==> src/rtl/ef_tcc_mc.sv <==
// ef_tcc_mc: multi-channel timer/counter/capture core.
// One prescaled W-bit timebase shared by N channels, each capture or compare/PWM.
module ef_tcc_mc #(
  parameter int unsigned W  = 32,
  parameter int unsigned N  = 4,
  parameter int unsigned PW = 8
) (
  input  logic           PCLK,
  input  logic           PRESETn,
  input  logic           en,
  input  logic [1:0]     mode,
  input  logic           one_shot,
  input  logic           clk_src,
  input  logic           ext_clk,
  input  logic [PW-1:0]  prescale,
  input  logic [W-1:0]   period,
  input  logic [N-1:0]   ch_in,
  input  logic [2*N-1:0] ch_mode,
  input  logic [2*N-1:0] ch_edge,
  input  logic [N*W-1:0] ch_cmp,
  input  logic [N-1:0]   cap_rd,
  output logic [W-1:0]   count,
  output logic [N*W-1:0] cap_val,
  output logic [N-1:0]   pwm,
  output logic           to_pulse,
  output logic [N-1:0]   match_pulse,
  output logic [N-1:0]   cap_pulse,
  output logic [N-1:0]   ovr_pulse
);

  localparam logic [1:0]    ModeDown   = 2'b01;
  localparam logic [1:0]    ModeUpDown = 2'b10;
  localparam logic [W-1:0]  One        = W'(1);
  localparam logic [PW-1:0] PscOne     = PW'(1);

  logic [2:0]          ext_q;
  logic                en_q, run_q, run_d, dir_q, dir_d, to_q, to_d;
  logic [PW-1:0]       psc_q, psc_d;
  logic [W-1:0]        count_q, count_d;
  logic                src_ev, tick, active, upd;
  logic [N-1:0]        chs1_q, chs2_q, chs3_q, pend_q, pend_d;
  logic [N-1:0]        pwm_q, pwm_d, match_q, match_d, cap_q, ovr_q, ovr_d;
  logic [N-1:0]        is_cap, is_cmp, rise, fall, cap_ev;
  logic [N-1:0][W-1:0] cmp_v, cap_val_q, cap_val_d;

  // ext_q[1] is the synchronised level, ext_q[2] the edge register
  assign src_ev = clk_src ? (ext_q[1] & ~ext_q[2]) : 1'b1;
  assign tick   = en & src_ev & (psc_q >= prescale);
  // The cycle en is first seen high already counts as running
  assign active = run_q | ~en_q;
  assign upd    = en & active & tick;

  always_comb begin
    psc_d = psc_q;
    if (!en) begin
      psc_d = '0;
    end else if (src_ev) begin
      psc_d = (psc_q >= prescale) ? '0 : psc_q + PscOne;
    end
  end

  always_comb begin
    count_d = count_q;
    dir_d   = dir_q;
    run_d   = run_q;
    to_d    = 1'b0;
    if (!en) begin
      count_d = (mode == ModeDown) ? period : '0;
      dir_d   = 1'b0;
      run_d   = 1'b0;
    end else begin
      if (!en_q) run_d = 1'b1;
      if (upd) begin
        case (mode)
          ModeDown: begin
            if (count_q == '0) begin
              to_d = 1'b1;
              if (one_shot) run_d = 1'b0;
              else count_d = period;
            end else begin
              count_d = count_q - One;
            end
          end
          ModeUpDown: begin
            if (period == '0) begin
              count_d = '0;
              dir_d   = 1'b0;
              to_d    = 1'b1;
              if (one_shot) run_d = 1'b0;
            end else if (!dir_q) begin
              if (count_q >= period) begin
                dir_d   = 1'b1;
                count_d = count_q - One;
              end else begin
                count_d = count_q + One;
              end
            end else if (count_q == '0) begin
              to_d  = 1'b1;
              dir_d = 1'b0;
              if (one_shot) run_d = 1'b0;
              else count_d = count_q + One;
            end else begin
              count_d = count_q - One;
            end
          end
          default: begin
            if (count_q >= period) begin
              to_d = 1'b1;
              if (one_shot) begin
                count_d = period;
                run_d   = 1'b0;
              end else begin
                count_d = '0;
              end
            end else begin
              count_d = count_q + One;
            end
          end
        endcase
      end
    end
  end

  always_comb begin
    for (int i = 0; i < N; i++) begin
      cmp_v[i]     = ch_cmp[i*W +: W];
      is_cap[i]    = (ch_mode[2*i +: 2] == 2'b01);
      is_cmp[i]    = (ch_mode[2*i +: 2] == 2'b10);
      rise[i]      = chs2_q[i] & ~chs3_q[i];
      fall[i]      = ~chs2_q[i] & chs3_q[i];
      cap_ev[i]    = en & is_cap[i] & ((ch_edge[2*i] & rise[i]) | (ch_edge[2*i+1] & fall[i]));
      pwm_d[i]     = is_cmp[i] & (count_q < cmp_v[i]);
      match_d[i]   = is_cmp[i] & upd & (count_d == cmp_v[i]);
      // A read landing with a new edge keeps pending set and suppresses overrun
      ovr_d[i]     = cap_ev[i] & pend_q[i] & ~cap_rd[i];
      pend_d[i]    = cap_ev[i] | (pend_q[i] & ~cap_rd[i]);
      cap_val_d[i] = cap_ev[i] ? count_q : cap_val_q[i];
    end
  end

  always_ff @(posedge PCLK) begin
    if (!PRESETn) begin
      ext_q     <= '0;
      en_q      <= 1'b0;
      run_q     <= 1'b0;
      dir_q     <= 1'b0;
      to_q      <= 1'b0;
      psc_q     <= '0;
      count_q   <= '0;
      chs1_q    <= '0;
      chs2_q    <= '0;
      chs3_q    <= '0;
      pend_q    <= '0;
      pwm_q     <= '0;
      match_q   <= '0;
      cap_q     <= '0;
      ovr_q     <= '0;
      cap_val_q <= '0;
    end else begin
      ext_q     <= {ext_q[1:0], ext_clk};
      en_q      <= en;
      run_q     <= run_d;
      dir_q     <= dir_d;
      to_q      <= to_d;
      psc_q     <= psc_d;
      count_q   <= count_d;
      chs1_q    <= ch_in;
      chs2_q    <= chs1_q;
      chs3_q    <= chs2_q;
      pend_q    <= pend_d;
      pwm_q     <= pwm_d;
      match_q   <= match_d;
      cap_q     <= cap_ev;
      ovr_q     <= ovr_d;
      cap_val_q <= cap_val_d;
    end
  end

  assign count       = count_q;
  assign cap_val     = cap_val_q;
  assign pwm         = pwm_q;
  assign to_pulse    = to_q;
  assign match_pulse = match_q;
  assign cap_pulse   = cap_q;
  assign ovr_pulse   = ovr_q;

endmodule

==> config.mk <==
export PLATFORM = sky130hd
export DESIGN_NAME = ef_tcc_mc
export DESIGN_NICKNAME = d
export VERILOG_FILES = /design/src/rtl/ef_tcc_mc.sv
export SDC_FILE = /design/constraint.sdc
export NUM_CORES = 1
export LEC_CHECK = 0
export CORE_ASPECT_RATIO = 0.9
export CORE_MARGIN = 5
export CORE_UTILIZATION = 35
export CTS_BUF_LIST = sky130_fd_sc_hd__clkbuf_2
export CTS_CLUSTER_DIAMETER = 200
export CTS_CLUSTER_SIZE = 25
export DETAILED_ROUTE_END_ITERATION = 16
export PLACE_DENSITY = 0.56
export SYNTH_ARGS = -nofsm -noshare
export SYNTH_HDL_FRONTEND = slang
export SYNTH_SLANG_ARGS = --single-unit
==> constraint.sdc <==
create_clock -name PCLK -period 10.9 [get_ports PCLK]
set_input_delay 2.18 -clock PCLK [delete_from_list [all_inputs] [get_ports PCLK]]
set_output_delay 2.18 -clock PCLK [all_outputs]
set_load 0.03 [all_outputs]
# After elaboration in Yosys (flattened, before gate mapping)
# Index checks and enable logic that the tools add are counted.
[classes]
addsub = 3
order_cmp = 6
n_eq_ne = 14
mux = 31
n_bitwise = 76
n_reduce_logical = 5
[ops]
columns = ["operator", "n"]
rows = [
  ["two-way mux 32 bit", 12],
  ["== test 32 bit", 4],
  ["< comparator 32 bit", 4],
  ["zero test 32 bit", 2],
  ["one-hot mux 32 bit (2 select lines)", 1],
  ["bitwise AND 1 bit", 53],
  ["adder 32 x 1 -> 32 bit (second input constant)", 1],
  [">= comparator 32 bit", 1],
  ["subtractor 32 x 1 -> 32 bit (second input constant)", 1],
  ["two-way mux 1 bit", 15],
  ["NOT 1 bit", 14],
  ["== test 2 x 1 -> 1 bit (second input constant)", 5],
  ["== test 2 bit (second input constant)", 5],
  ["bitwise OR 1 bit", 9],
  ["adder 8 x 1 -> 8 bit (second input constant)", 1],
  [">= comparator 8 bit", 1],
  ["two-way mux 8 bit", 1],
  ["one-hot mux 1 bit (2 select lines)", 2],
  ["AND reduction 2 bit", 2],
  ["AND reduction 3 bit", 1],
]
[totals]
register_bits = 207
input_bits = 200
output_inout_bits = 177

# Depth between registers and ports, before layout
# Gate-level depths: netlist of the first run.
[logic_depth]
depth_word = 10
ltp_mapped = 18
depth_no_buf = 14

# Worst setup path before layout of the first run
# Ideal clock, no wire load.
[synth_path]
path_type = "input to register"
startpoint = "in period[9]"
endpoint = "reg match_q[2], in the netlist match_pulse[2]"
arrival_ns = 5.882
required_ns = 10.812
path_slack_ns = 4.930
path_stages = 15
n_path_buf = 2
path_cell_list = "inv_1 -> ha_1 -> a21o_1 -> a21o_1 -> a2111oi_0 -> o21ai_0 -> a21oi_1 -> buf_2 -> buf_1 -> nand4_1 -> a31oi_1 -> xnor2_1 -> nand4_1 -> or4b_1 -> nor4_2"
[synth_via]
elab_chain_len = 9
elab_cells_between_ends = 15
[synth_rtl]
columns = ["element", "line", "source"]
rows = [
  ["start: declaration", "16", "input logic [W-1:0] period,"],
  [">= comparator 32 bit", "91, 107", ""],
  ["two-way mux 32 bit", "91", "if (count_q >= period) begin"],
  ["two-way mux 32 bit", "90", "end else if (!dir_q) begin"],
  ["two-way mux 32 bit", "85", "if (period == '0) begin"],
  ["one-hot mux 32 bit (2 select lines)", "74", "case (mode)"],
  ["two-way mux 32 bit", "73", "if (upd) begin"],
  ["two-way mux 32 bit *", "67", "if (!en) begin"],
  ["== test 32 bit *", "133", "match_d[i] = is_cmp[i] & upd & (count_d == cmp_v[i]);"],
  ["bitwise AND 1 bit *", "133", ""],
  ["end signal: assignment", "172", "match_q <= match_d;"],
  ["end: declaration", "42", "logic [N-1:0] pwm_q, pwm_d, match_q, match_d, cap_q, ovr_q, ovr_d;"],
]
# Every way passes the cells marked *; elsewhere a longest branch is shown, timed or not.
# A chain may end at the register's enable or synchronous reset.

# Worst setup path after layout of the first run
[layout_path]
startpoint = "in period[31]"
endpoint = "reg match_q[2], in the netlist match_pulse[2]"
# The elaborated chain is that of the path after synthesis.

==> impl_metrics.csv, run 1 <==
group,metric,value,unit
run_status,run_status,"finished clean",
critical_path,cp_num_buf_inv,4,
placement,io_buffers,376,
critical_path,worstPathArrival,7.91,ns
route,wirelength,80.2,mm
power,finalPower,1.68,mW
power,p_per_area,76.6,nW/um^2
job,maxCapViolations,0,
die,core,48900,sq um
clocking,post_cts_resized,0,
timing,tightest_slew,1.21,ns
logic_synthesis,async_flop_share,0,%
timing,hold_ws,0.483,ns
cells_and_area,fillCellCount,4978,
power,peakVddDrop,0.0619,mV
timing,finalHoldViolCount,0,
logic_synthesis,synth.cell_area,17200,sq um
route,drtIter0Drc,1787,
clocking,cts_hold_buf,0,
route,viasPerCell,5.70,
clocking,worstSkewPairLatency,1.05,ns
die,die_x,244,um
critical_path,cpPeakStageDelay,0.84,ns
logic_synthesis,synth_ff_type,"dfxtp_1",
logic_synthesis,synthTopCellsByArea,"dfxtp_1 24%, ha_1 12%, mux2i_1 8.2%",
clocking,cts_buffers,12,
critical_path,cp.depth,16,
grt,overflow,0,
critical_path,startpoint,"period[31]",
logic_synthesis,yosys.area.top_type,"dfxtp_1",
timing,slew_violations,0,
route,post-route-drc-count,0,
cells_and_area,area_delta_synth_final,27.0,%
logic_synthesis,syn_area_per_cell,7.79,sq um
clocking,htree_num_levels,1,
grt,grt_max_degree,107,
logic_synthesis,syn_nets,2583,
route,first_pass_iters,6,
clocking,root_buffer,"clkbuf_2",
logic_synthesis,syn_inst,2213,
timing,period_share,63.1,%
critical_path,r2r_slack,5.08,ns
critical_path,cp-endpoint,"match_pulse[2]",
die,num_rows,77,
critical_path,worstSetupStartpointType,"primary input",
timing,rsz0062_at_grt,"no",
die,pin_count,377,
clocking,cts_tree,"yes",
critical_path,reg2reg_from,"count[22]",
critical_path,r2r-end,"match_pulse[3]",
cells_and_area,num-nets-final,2898,
grt,grt.total_usage,28.1,%
clocking,post-cts-setup-buffers,0,
critical_path,cp_common_cell,"buf_4",
critical_path,crit_path_max_fanout,30,
grt,antenna_found_initial,5,
min_path,min_path_type,"register to register",
timing,setup_ws,4.02,ns
logic_synthesis,synth_edf_count,0,
timing,fin_tns_setup,0,ns
route,antenna_left,0,
critical_path,critPathCaptureType,"register",
logic_synthesis,ys_ff_latch,207,
route,wire_per_inst,25.3,um
critical_path,reg2regPathDepth,14,
logic_synthesis,ys_seq_area_share,24.0,%
power,p_leak,8.91,nW
timing,slew_headroom,18.7,%
critical_path,required,11.94,ns
route,vias,18100,
timing,fmax,145,MHz
die,dieArea,53800,sq um
critical_path,slowest_stage,"nor3b_1",
placement,place_congestion,0.995,
placement,post-place-ws,3.02,ns
grt,grt_pass1_vias,17400,
die,start_util,35.2,%
clocking,cts.path.max_buffers,3,
critical_path,critPathKind,"primary input to register",
timing,setup_viol,0,
critical_path,path_delay_family,"simple AND/OR/NAND/NOR gates",
placement,hpwl,61.8,mm
timing,finClkSkew,0.191,ns
timing,min_period,6.88,ns
grt,grt_pass1_wl,116,mm
die,die_y,221,um
logic_synthesis,yosysTopAreaCellShare,24.0,%
logic_synthesis,ys_warn_count,0,
cells_and_area,drive_gt1_share,4.71,%
critical_path,crit_chain,"clkdlybuf4s50_1 > inv_1 > ha_1 > nand4_1 > nor4_1 > nor3b_1 > buf_4 > a21oi_4 > buf_4 > o21ai_0 > a21oi_1 > o31ai_1 > xnor2_1 > o2111ai_1 > or4b_1 > nor4_2",
clocking,clkTransAtPathRegs,0.64,ns
logic_synthesis,ys_types,75,
clocking,clock-sinks,207,
## worst reg2reg max path, delay by kind of cell (launching register included)
| family | cells | cell delay (ns) |
|---|---|---|
| AO/OA/AOI/OAI | 4 | 0.91 |
| XOR/XNOR | 1 | 0.47 |
| buffers and inverters | 2 | 0.61 |
| flip-flops | 1 | 0.57 |
| AND/OR/NAND/NOR | 7 | 3.23 |
## cell usage after synthesis, types with 25 or more instances
| cell type | count |
|---|---|
| mux2i_1 | 141 |
| a21o_1 | 48 |
| xnor2_1 | 142 |
| a211oi_1 | 28 |
| nand4_1 | 47 |
| nor3_1 | 41 |
| nor2_1 | 241 |
| and2_1 | 43 |
| ha_1 | 170 |
| nand3_1 | 52 |
| nand2_1 | 137 |
| o21ai_0 | 86 |
| inv_1 | 195 |
| clkbuf_1 | 113 |
| nor4_1 | 48 |
| o211ai_1 | 39 |
| dfxtp_1 | 207 |
| xor2_1 | 25 |
| a21oi_1 | 107 |
## how the worst min path moves through the flow
stage / start / to / cells past startpoint
global placement: chs1_q[0] / chs2_q[0] / 1
CTS: chs1_q[3] / chs2_q[3] / 1
floorplan: chs1_q[0] / chs2_q[0] / 1
global route: chs1_q[2] / chs2_q[2] / 1
finish: chs1_q[3] / chs2_q[3] / 1
detailed placement: ext_q[0] / ext_q[1] / 1
## report_power, final
part           switching [mW]  leakage (nW)  internal [mW]
combinational           0.366          7.17          0.227
clock                   0.266        0.0638         0.0368
sequential            0.00637          1.67          0.774
## stage by stage
stage	instances	util (%)	instance area (sq um)
final	3165	44.7	21900
after global routing	3163	44.7	21900
after CTS	3160	44.7	21900
after detailed placement	3146	44.5	21800
after global placement	3146	44.5	21800
after floorplan	2213	-	17200
## flip-flops by register name, indices dropped and copies added (netlist names), 3 cells and up
name / count
cap_val: 128
count: 32
psc_q: 8
cap_pulse: 4
chs1_q: 4
chs2_q: 4
chs3_q: 4
match_pulse: 4
ovr_pulse: 4
pend_q: 4
pwm: 4
ext_q: 3
## final cells by class
class	count	area, sq um	share of cell area [%]
clock buffers	13	65.1	0.297
multi-input cells	1671	11900	54.3
repair buffers	440	4230	19.3
diodes	5	12.5	0.0571
well taps	632	791	3.61
inverters	196	738	3.37
clock inverters	1	20.0	0.0914
flip-flops and latches	207	4140	18.9
## placed cells by master, fill, tap and decap left out, types with 8 or more instances in the layout
cell	count
nand4_1	47
o211ai_1	39
a2111oi_0	8
nor4_1	47
o21a_1	13
clkbuf_2	13
a211o_1	8
ha_1	169
nand3_1	52
or3_1	15
nor2_1	241
nand2b_1	23
a211oi_1	27
o211a_1	12
mux2i_1	141
a31oi_1	17
o2111ai_1	10
a21oi_1	105
xor2_1	25
or4_1	10
nor2b_1	23
and2_1	43
buf_4	64
inv_1	195
a311oi_1	24
nand2_1	137
and4_1	14
nor3_1	36
xnor2_1	142
a21o_1	48
dfxtp_1	207
and3_1	16
o21ai_0	86
clkdlybuf4s50_1	374
## per-layer routing
metal | GRT usage [%] | wire length (um) | vias to the layer above
li1 | - | - | 8429
met1 | 37.2 | 34200 | 8619
met2 | 46.2 | 36600 | 875
met3 | 7.15 | 7140 | 127
met4 | 7.35 | 2210 | 2
met5 | 0 | 14 | -
## cells by family after synthesis
group           after synthesis  share of synthesized area, %
simple gates                736                          21.3
fa+ha+maj                   170                          12.3
buf+inv                     335                          7.51
compound gates              455                          18.0
mux                         142                          8.25
xor+xnor                    168                          8.57
flops                       207                          24.0
No activity file was read; power rests on OpenSTA's default activity.
==> run 2, diff against run 1 <==
clock period = 6.8 ns   (was 10.9 ns; I/O delays follow)
==> run 2 against run 1 <==
  * Register-to-register slack worse by 3.9 ns
  * Critical path depth is 1 higher
  * Combinational power is 70% higher
  * Routed wire length is 4.5% higher
==> impl_metrics.csv, run 2 (same netlist as run 1, synthesis figures left out) <==
group,metric,value,unit
critical_path,cp_num_buf_inv,5,
timing,period_share,86.9,%
clocking,worstSkewPairLatency,1.06,ns
power,p_int,1.70,mW
cells_and_area,drive_gt1_share,7.59,%
clocking,cts_hold_buf,0,
power,seq_power_share,45.9,%
die,core,48900,sq um
placement,hpwl,65.6,mm
cells_and_area,multi_input_area,11900,sq um
power,pwr-share-clk,17.5,%
timing,tightest_slew,1.10,ns
clocking,post-cts-setup-buffers,0,
placement,io_buffers,376,
power,p_comb_share,36.6,%
power,swShare,38.1,%
power,p_switching,1.05,mW
critical_path,reg2reg_from,"count[15]",
cells_and_area,largest_reg_flops,128,
critical_path,path_delay_family,"simple AND/OR/NAND/NOR gates",
grt,grt_max_degree,97,
critical_path,critPathKind,"primary input to register",
power,finalPower,2.75,mW
cells_and_area,final_common_cell,"clkdlybuf4s50_1",
min_path,worstHoldPathCells,1,
critical_path,reg2regPathDepth,13,
route,antenna_left,0,
grt,grt_pass1_wl,120,mm
grt,grt_pass1_vias,17800,
run_status,run_status,"finished clean",
clocking,clock-sinks,207,
critical_path,slowest_stage,"a2111oi_0",
route,first_pass_iters,6,
route,wirelength,83.7,mm
min_path,hold_path.startpoint,"chs1_q[0]",
cells_and_area,final_cell_mix,"374 x clkdlybuf4s50_1, 241 x nor2_1, 207 x dfxtp_1",
route,post-route-drc-count,0,
cells_and_area,num-nets-final,2978,
critical_path,crit_chain,"clkdlybuf4s50_1 > inv_1 > ha_1 > nand4_1 > nor4_1 > buf_4 > or3b_2 > o21ai_4 > buf_4 > a311oi_1 > buf_4 > a2111oi_0 > o21ai_0 > nor2_1 > nand4_1 > nor4_1 > and4_1",
critical_path,worstPathArrival,6.89,ns
timing,finClkSkew,0.247,ns
power,p_per_area,122,nW/um^2
timing,finalHoldViolCount,0,
clocking,cts.path.max_buffers,3,
critical_path,crit_path_max_fanout,26,
die,start_util,35.2,%
min_path,worstHoldEndpoint,"chs2_q[0]",
cells_and_area,layout.area.seq,4140,sq um
critical_path,required,7.79,ns
die,dieArea,53800,sq um
die,pin_count,377,
critical_path,r2r_slack,1.20,ns
clocking,post_cts_resized,0,
cells_and_area,fillCellCount,4998,
die,die_x,244,um
timing,setup_viol,0,
power,p_leak,9.32,nW
job,maxCapViolations,0,
timing,hold_ws,0.487,ns
power,peakVddDrop,0.102,mV
timing,min_period,5.91,ns
route,vias,18400,
grt,antenna_found_initial,6,
timing,slew_headroom,26.0,%
critical_path,critPathCaptureType,"register",
clocking,cts_buffers,12,
clocking,cts_tree,"yes",
route,viasPerCell,5.68,
timing,fmax,169,MHz
clocking,root_buffer,"clkbuf_2",
timing,slew_violations,0,
clocking,clkTransAtPathRegs,0.53,ns
grt,grt.total_usage,29.4,%
route,drtIter0Drc,1621,
die,die_y,221,um
die,num_rows,77,
timing,fin_tns_setup,0,ns
placement,place_congestion,1.05,
timing,rsz0062_at_grt,"no",
critical_path,worstSetupStartpointType,"primary input",
cells_and_area,utilization,46.0,%
critical_path,r2r-end,"match_pulse[0]",
min_path,min_path_type,"register to register",
critical_path,cpPeakStageDelay,0.67,ns
cells_and_area,area_delta_synth_final,30.6,%
route,wire_per_inst,25.8,um
critical_path,cp_common_cell,"buf_4",
clocking,htree_num_levels,1,
grt,overflow,0,
[run 2: cell type report]
type,count,area share [%]
Antenna cell,3,0.0333
Clock buffer,13,0.289
Clock inverter,1,0.0889
Inverter,196,3.28
Multi-Input combinational cell,1671,52.8
Sequential cell,207,18.4
Tap cell,632,3.51
Timing Repair Buffer,520,21.6
[run 2: worst reg2reg max path, stage by stage, from the launching register on]
cell and delay [ns]:
dfxtp_1 0.60, buf_4 0.30, or4_1 0.55, or4_1 0.72, nor3_2 1.00, o211a_1 0.28, a21oi_1 0.04, a21oi_1 0.20
nand3_1 0.09, o21ai_0 0.62, xnor2_1 0.24, nor4_1 0.31, nand4_1 0.19, nor4_1 0.33
[run 2: worst max-delay path by stage]
stage               startpoint              to  slack, ns  cells past startpoint
finish              period[31]  match_pulse[1]       0.89                     17
global route        period[31]  match_pulse[1]       0.81                     17
CTS                 period[31]  match_pulse[1]       1.19                     17
detailed placement  period[31]  match_pulse[1]       0.08                     17
global placement    period[31]  match_pulse[1]       0.09                     17
floorplan            period[9]  match_pulse[2]       1.65                     15
[run 2: per-layer routing]
layer  GRT usage (%)  share of wire, %  up-vias
met2            48.7                46      829
met4            7.31               2.9        2
met3            5.12               7.6      144
li1                -                 -     8575
met1            40.2                44     8878
met5               0             0.016        -
[run 2: power by group through the flow]
stage	Clock, mW	Combinational (mW)	Sequential [mW]
final	0.482	1.01	1.26
after global routing	0.544	1.07	1.27
after CTS	0.507	0.982	1.26
after detailed placement	0	0.976	1.27
after global placement	0	0.973	1.27
after floorplan	0	0.492	1.29
[run 2: stage by stage]
stage	cell area [sq um]	instances	setup slack [ns]
after CTS	22500	3240	1.19
after global routing	22500	3243	0.812
after global placement	22400	3226	0.0943
final	22500	3243	0.893
after detailed placement	22400	3226	0.0810
after floorplan	17200	2213	1.65
==> run 3, diff against run 2 <==
CORE_ASPECT_RATIO = 1.2   (was 0.9)
CORE_UTILIZATION = 53   (was 35)
PLACE_DENSITY = 0.8   (was 0.56)
==> run 3 against run 2 <==
  * Via count rose by 3.4%
  * Critical endpoint is now match_pulse[3]
  * Critical path type unchanged
  * Cell area decreased by 2.9%
  * Sequential share of layout area is 0.54 points higher
  * Combinational power shrank 5%
  * Setup slack better by 0.18 ns
  * Fmax up 3.2%
  * Non-clock buffer count shrank 45
  * Utilization grew 22 points
  * Clock-buffer cell count unchanged
==> impl_metrics.csv, run 3 (same netlist as run 1, synthesis figures left out) <==
group,metric,value,unit
die,start_util,53.6,%
clocking,clock-sinks,207,
placement,place_congestion,1.07,
route,post-route-drc-count,0,
timing,slew_violations,0,
critical_path,critPathKind,"primary input to register",
power,peakVddDrop,0.224,mV
placement,hpwl,60.3,mm
die,num_rows,72,
timing,finClkSkew,0.181,ns
job,maxCapViolations,0,
cells_and_area,fillCellCount,2649,
min_path,min_path_type,"register to register",
cells_and_area,utilization,68.0,%
grt,grt.total_usage,40.9,%
route,viasPerCell,6.41,
clocking,clkTransAtPathRegs,0.50,ns
die,die_x,175,um
timing,setup_ws,1.07,ns
placement,post-place-ws,0.271,ns
clocking,cts_tree,"yes",
grt,grt_max_degree,73,
critical_path,slowest_stage,"o21ai_0",
grt,antenna_found_initial,2,
critical_path,cpPeakStageDelay,0.66,ns
clocking,cts.path.max_buffers,3,
cells_and_area,drive_gt1_share,5.93,%
critical_path,cp_num_buf_inv,4,
clocking,root_buffer,"clkbuf_2",
timing,min_period,5.73,ns
grt,grt_pass1_vias,19000,
die,die_y,208,um
power,p_per_area,123,nW/um^2
timing,tightest_slew,1.04,ns
timing,fmax,175,MHz
route,drtIter0Drc,2109,
grt,overflow,0,
route,vias,19000,
timing,setup_viol,0,
timing,fin_tns_setup,0,ns
die,pin_count,377,
route,wire_per_inst,26.4,um
clocking,cts_buffers,12,
critical_path,crit_path_max_fanout,25,
route,antenna_left,0,
grt,grt_pass1_wl,116,mm
critical_path,worstSetupStartpointType,"primary input",
timing,finalHoldViolCount,0,
critical_path,required,7.72,ns
clocking,post_cts_resized,0,
cells_and_area,largest_reg_flops,128,
route,wirelength,78.4,mm
cells_and_area,final_common_cell,"clkdlybuf4s50_1",
clocking,htree_num_levels,1,
route,first_pass_iters,8,
timing,hold_ws,0.483,ns
cells_and_area,final_cell_mix,"374 x clkdlybuf4s50_1, 241 x nor2_1, 207 x dfxtp_1",
critical_path,critPathCaptureType,"register",
critical_path,path_delay_family,"compound AO/OA/AOI/OAI gates",
clocking,cts_hold_buf,0,
die,core,32200,sq um
timing,period_share,84.2,%
cells_and_area,area_delta_synth_final,26.8,%
placement,io_buffers,376,
critical_path,worstPathArrival,6.65,ns
power,p_leak,9.09,nW
clocking,worstSkewPairLatency,0.99,ns
die,dieArea,36300,sq um
timing,rsz0062_at_grt,"no",
critical_path,crit_chain,"clkdlybuf4s50_1 > inv_1 > ha_1 > a21o_1 > a21o_1 > a2111oi_0 > o21ai_1 > a21oi_2 > buf_4 > mux2i_1 > o21ai_0 > nor2b_1 > buf_4 > xnor2_1 > nor4_1 > nand4_1 > nor4_1",
cells_and_area,num-nets-final,2933,
timing,slew_headroom,30.2,%
run_status,run_status,"finished clean",
clocking,post-cts-setup-buffers,0,
[run 3: metrics by stage]
step,power (mW),std cells,area [sq um]
global placement,2.19,2956,21800
global route,2.78,2972,21900
floorplan,1.78,2213,17200
CTS,2.66,2970,21900
detailed placement,2.20,2956,21800
finish,2.70,2972,21900
[run 3: final cells by class]
cell class | count | area [sq um] | share of cell area, %
Sequential cell | 207 | 4140 | 18.9
Multi-Input combinational cell | 1671 | 11900 | 54.3
Antenna cell | 2 | 5.00 | 0.0229
Clock inverter | 1 | 20.0 | 0.0915
Tap cell | 407 | 509 | 2.33
Timing Repair Buffer | 475 | 4520 | 20.7
Clock buffer | 13 | 65.1 | 0.297
Inverter | 196 | 738 | 3.37
[run 3: layer usage]
layer | GRT usage [%] | vias to the layer above | wire length [um]
met1 | 51.7 | 8956 | 30300
met4 | 22.7 | 4 | 4970
met2 | 65.4 | 1292 | 35000
met3 | 8.07 | 285 | 8090
met5 | 0 | - | 27
li1 | - | 8510 | -
[run 3: final timing paths]
path,start,to,slack (ns),depth (start not counted)
hold / removal,chs1_q[1],chs2_q[1],0.48,1
hold reg to reg,chs1_q[1],chs2_q[1],0.48,1
setup / recovery,period[9],match_pulse[3],1.07,17
setup reg to reg,count[29],match_pulse[3],1.17,14
[run 3: where the power goes]
group          internal, mW  total [mW]  switching (mW)
Clock                0.0586       0.473           0.414
Sequential             1.24        1.27          0.0242
Combinational         0.384       0.958           0.573
